[config.mk]
export PLATFORM = sky130hd
export DESIGN_NAME = trap_pending_queue
export DESIGN_NICKNAME = d
export VERILOG_FILES = /design/src/rtl/trap_pending_queue_pkg.sv /design/src/rtl/trap_prio_enc.sv /design/src/rtl/trap_pending_queue.sv
export SDC_FILE = /design/constraint.sdc
export NUM_CORES = 1
export LEC_CHECK = 0
export BUFFER_PORTS_ARGS = -buffer_cell sky130_fd_sc_hd__buf_2
export CAP_MARGIN = 25
export CORE_ASPECT_RATIO = 0.9
export CORE_MARGIN = 2
export CORE_UTILIZATION = 41
export CTS_CLUSTER_SIZE = 14
export DETAILED_ROUTE_END_ITERATION = 7
export PLACE_DENSITY = 0.73
export SYNTH_ARGS = -nofsm -noshare
export SYNTH_HDL_FRONTEND = slang
export SYNTH_SLANG_ARGS = --single-unit
[constraint.sdc]
create_clock -name Clk -period 1.17 [get_ports Clk]
set_input_delay 0.234 -clock Clk [delete_from_list [all_inputs] [get_ports Clk]]
set_output_delay 0.234 -clock Clk [all_outputs]
set_load 0.005 [all_outputs]
[src/rtl/trap_pending_queue_pkg.sv]
// Shared types and constants for the pending-trap queue: FSM encoding,
// the "no trap" code and the parameter legality check.
package trap_pkg;

  typedef enum logic [1:0] {
    TQ_IDLE    = 2'd0,
    TQ_PRESENT = 2'd1,
    TQ_RETIRE  = 2'd2
  } tq_state_t;

  localparam int TT_NONE = 0;

  // tt = index+1 must fit in tt_w bits with 0 kept free for "none".
  function automatic bit tt_width_ok(input int num_src, input int tt_w);
    return (num_src >= 1) && (tt_w >= 1) && (tt_w < 31) &&
           (num_src <= (1 << tt_w) - 1);
  endfunction

endpackage

[src/rtl/trap_prio_enc.sv]
// Lowest-index-first priority encoder; reports any-set and winning index+1.
module trap_prio_enc #(
  parameter int NUM_SRC = 6,
  parameter int TT_W    = 3
) (
  input  logic [NUM_SRC-1:0] i_req,
  output logic               o_any,
  output logic [TT_W-1:0]    o_tt
);

  always_comb begin
    o_any = 1'b0;
    o_tt  = '0;
    // Scan downward so the lowest set index is the last one written.
    for (int i = NUM_SRC - 1; i >= 0; i--) begin
      if (i_req[i]) begin
        o_any = 1'b1;
        o_tt  = TT_W'(i + 1);
      end
    end
  end

endmodule

[src/rtl/trap_pending_queue.sv]
// Sticky pending-trap collector with masked priority arbitration and a
// valid/ack presentation FSM feeding the trap type into TBR.
module trap_pending_queue
  import trap_pkg::*;
#(
  parameter int NUM_SRC = 6,
  parameter int TT_W    = 3
) (
  input  logic               Clk,
  input  logic               Clr,
  input  logic [NUM_SRC-1:0] trap_req,
  input  logic [NUM_SRC-1:0] trap_mask,
  input  logic               ET,
  input  logic               flush,
  input  logic               trap_ack,
  output logic               trap_valid,
  output logic [TT_W-1:0]    tt,
  output logic [NUM_SRC-1:0] pending,
  output logic [NUM_SRC-1:0] overrun,
  output logic               busy
);

  generate
    if (!tt_width_ok(NUM_SRC, TT_W)) begin : g_bad_params
      $error("trap_pending_queue: NUM_SRC must be <= 2**TT_W - 1");
    end
  endgenerate

  tq_state_t          r_state, w_state_nxt;
  logic [TT_W-1:0]    r_tt, w_tt_nxt;
  logic [NUM_SRC-1:0] r_pending, r_overrun;
  logic [NUM_SRC-1:0] w_elig, w_win_vec, w_clr_vec;
  logic [TT_W-1:0]    w_enc_tt;
  logic               w_any, w_ack_ok;

  assign w_elig = r_pending & trap_mask;

  trap_prio_enc #(
    .NUM_SRC (NUM_SRC),
    .TT_W    (TT_W)
  ) u_prio_enc (
    .i_req (w_elig),
    .o_any (w_any),
    .o_tt  (w_enc_tt)
  );

  // The bit retired on ack comes from the frozen tt, not the live encoder,
  // so mask changes during presentation cannot redirect the clear.
  always_comb begin
    w_win_vec = '0;
    for (int i = 0; i < NUM_SRC; i++) begin
      w_win_vec[i] = (r_tt == TT_W'(i + 1));
    end
  end

  assign w_ack_ok  = (r_state == TQ_PRESENT) && trap_ack;
  assign w_clr_vec = flush ? '1 : (w_ack_ok ? w_win_vec : '0);

  always_comb begin
    w_state_nxt = r_state;
    w_tt_nxt    = r_tt;
    case (r_state)
      TQ_IDLE: begin
        if (flush) begin
          w_tt_nxt = TT_W'(TT_NONE);
        end else if (ET && w_any) begin
          w_state_nxt = TQ_PRESENT;
          w_tt_nxt    = w_enc_tt;
        end
      end
      TQ_PRESENT: begin
        if (flush) begin
          w_state_nxt = TQ_IDLE;
          w_tt_nxt    = TT_W'(TT_NONE);
        end else if (trap_ack) begin
          w_state_nxt = TQ_RETIRE;
        end
      end
      TQ_RETIRE: begin
        w_state_nxt = TQ_IDLE;
        w_tt_nxt    = TT_W'(TT_NONE);
      end
      default: begin
        w_state_nxt = TQ_IDLE;
        w_tt_nxt    = TT_W'(TT_NONE);
      end
    endcase
  end

  always_ff @(posedge Clk or negedge Clr) begin
    if (!Clr) begin
      r_state   <= TQ_IDLE;
      r_tt      <= TT_W'(TT_NONE);
      r_pending <= '0;
      r_overrun <= '0;
    end else begin
      r_state   <= w_state_nxt;
      r_tt      <= w_tt_nxt;
      // A same-cycle request beats the clear so nothing is dropped.
      r_pending <= (r_pending & ~w_clr_vec) | trap_req;
      if (flush) begin
        r_overrun <= '0;
      end else begin
        r_overrun <= r_overrun | (trap_req & r_pending & ~w_clr_vec);
      end
    end
  end

  assign trap_valid = (r_state == TQ_PRESENT);
  assign busy       = (r_state != TQ_IDLE);
  assign tt         = r_tt;
  assign pending    = r_pending;
  assign overrun    = r_overrun;

endmodule

==> qor.yml <==
worst_setup_path:
  slowest_delay_ns: 0.48
  worstPathArrival_ns: 1.71
  path_cells: "a222oi_1 -> buf_4 -> nor2_2 -> o221a_2"
  path_class: "reg -> reg"
  crit_path_max_fanout: 2
  startpoint_type: "register"
  crit_slowest_cell: "a222oi_1"
  required_ns: 1.36
  end_kind: "register"
clock_tree:
  clk_pin_slew_worst_paths_ns: 0.11
  cts_buffers: 3
  cts_tree: "done"
  clockBufferDepth: 2
  clk_latency_ns: 0.31
  h-tree-depth: 1
  clkSinkCount: 17
  clockRootBuffer: "clkbuf_4"
placed_design:
  hpwl_um: 1690
  pre_cts_ws_ns: -0.148
  port_buffers: 33
  place_area_um2: 1130
  place.gp.congestion: 0.785
sta:
  fin_crit_ns: 1.51
  timing.final.crit_share_pct: 129
  rsz0062_at_grt: "yes"
  layout_setup_ws_ns: -0.342
  skew_ns: 0.00461
  worst_pin_slew_ns: 0.453
  drv_slew: 0
  fmax_mhz: 661
  hold_viol_final: 0
  max_slew_margin_pct: 69.8
  setup_viol: 25
  hold_slack_ns: 0.130
  fin_tns_setup_ns: -4.22
drt:
  drt_iter0_drc: 41
  via_count: 988
  detail_route.first_pass.iterations: 5
  totalWireLength_um: 3020
  drc_errors: 0
  vias_per_cell: 5.71
  avgRoutedWirePerCell_um: 17.5
  drtAntennaViolNets: 0
synth:
  synth_warnings: 0
  synth_nets: 96
  syn_area_um2: 810
  synthCells: 79
  synthesis.area_per_instance_um2: 10.2
  synth_top_cell_area_share_pct: 52.6
  ys_types: 27
  yosys.area.top_type: "dfrtp_1"
  synth_edf_count: 0
  synth_seq_cells: 17
  ys.flop_type: "dfrtp_1"
  synth_seq_area_share_pct: 52.6
  async_flop_share_pct: 100
  synthTopCellsByArea: "dfrtp_1 (53%), o21bai_1 (5.6%), o211ai_1 (4.6%)"
min_path:
  hold_path_class: "in -> reg"
floorplanning:
  initial_core_util_pct: 42.7
  die_h_um: 46.2
  ios: 34
  coreArea_um2: 1900
  die_w_um: 50.8
  dieArea_um2: 2350
  num_rows: 15
global_routing:
  grt_pass1_wl_um: 3970
  overflow: 0
  grt_pass1_vias: 834
  grt.total_usage_pct: 23.1
  antenna_found_initial: 0
  grt_start_max_net_pins: 18
power:
  p_int_uw: 1030
  power.density_nw_per_um2: 1030
  power_frac_comb_pct: 32.1
  power.share.clock_pct: 22.9
  switching_share_pct: 30.7
  p_leak_uw: 0.000697
  p_seq_share_pct: 44.9
  p_sw_uw: 454
  ir_worst_vdd_mv: 0.928
finish:
  antenna_cells: 0
  drive_gt1_share_pct: 57.4
  nFillCells: 119
  layout_common_cells: "buf_2 (24), buf_6 (21), buf_4 (20)"
  final_common_cell: "buf_2"
  syn_to_final_growth_pct: 77.6
  register_area_um2: 428
  layout.nets: 166
  final_area_um2: 1440
  multi_input_area_um2: 412
job:
  maxCapViolCount: 0
status:
  failed_checks: "setup timing"
  outcome: "finished, violations left"
==> worst paths after layout <==
check	startpoint	end	slack [ns]	depth (start not counted)
min in group asynchronous	Clr	pending[0]$_DFF_PN0_	0.37	2
max in group asynchronous	Clr	tt[0]$_DFFE_PN0P_	0.49	2
setup / recovery	pending[4]$_DFF_PN0_	tt[2]$_DFFE_PN0P_	-0.34	4
setup reg to reg	pending[4]$_DFF_PN0_	tt[2]$_DFFE_PN0P_	-0.34	4
hold reg to reg	overrun[5]$_DFF_PN0_	overrun[5]$_DFF_PN0_	0.52	2
hold / removal	trap_req[3]	pending[3]$_DFF_PN0_	0.13	2
==> metal layers <==
metal / track usage [%] / vias to the layer above / wire [µm] / share of wire, %
met1: 31.4 / 466 / 1240 / 41
met2: 39.7 / 73 / 1470 / 49
met3: 3.57 / 12 / 228 / 7.5
met4: 4.86 / 0 / 82 / 2.7
li1: - / 437 / - / -
met5: 0 / - / 0 / 0
==> layout make-up <==
type	instances	share of cell area [%]
Clock inverter	1	0.348
Tap cell	25	2.18
Inverter	6	1.57
Timing Repair Buffer	66	35.9
Sequential cell	17	29.8
Multi-Input combinational cell	55	28.6
Clock buffer	3	1.57
==> logic make-up after synthesis <==
| group | synth area share (%) |
|---|---|
| AOI/OAI and AO/OA | 30.8 |
| buffers and inverters | 3.25 |
| DFF | 52.6 |
| and+or+nand+nor | 13.4 |
==> through the flow <==
stage          util (%)  power (µW)  cells
2_1_floorplan         -         795     79
3_3_place_gp       59.7         963    152
5_1_grt            75.8        1520    173
4_1_cts            71.6        1400    165
3_5_place_dp       59.7         974    152
6_report           75.8        1480    173
==> synth_stat cells, types with 2 or more instances <==
master / number
a21oi_1: 5
dfrtp_1: 17
a222oi_1: 2
nor2_1: 3
o21bai_1: 6
nand2_1: 7
inv_1: 6
nand4_1: 2
o21ai_0: 5
o211ai_1: 5
nand2b_1: 5
==> timing repair <==
item / in CTS / in global routing
hold buffers: 1 / 0
setup buffers: 8 / 9
pin swaps: 17 / 5
resized for setup: 33 / 6
endpoints found under the hold margin: 17 / 0
endpoints found under the setup margin: 25 / 27
==> state kept, by name (all words and copies together) (netlist names) <==
| signal | cells |
|---|---|
| tt | 3 |
| overrun | 6 |
| r_state | 2 |
| pending | 6 |
==> critical path, delay by kind of cell, from the launching register on <==
kind,cells,cell delay (ns)
compound gates,2,0.72
buf+inv,1,0.21
flops,1,0.41
simple gates,1,0.05
==> power groups by stage <==
stage	clock network (µW)	registers [µW]	logic [µW]
6_report	340	665	476
5_1_grt	350	670	504
4_1_cts	331	668	401
3_5_place_dp	0	674	300
3_3_place_gp	0	671	292
2_1_floorplan	0	682	113
No activity file was read; power rests on OpenSTA's default activity.
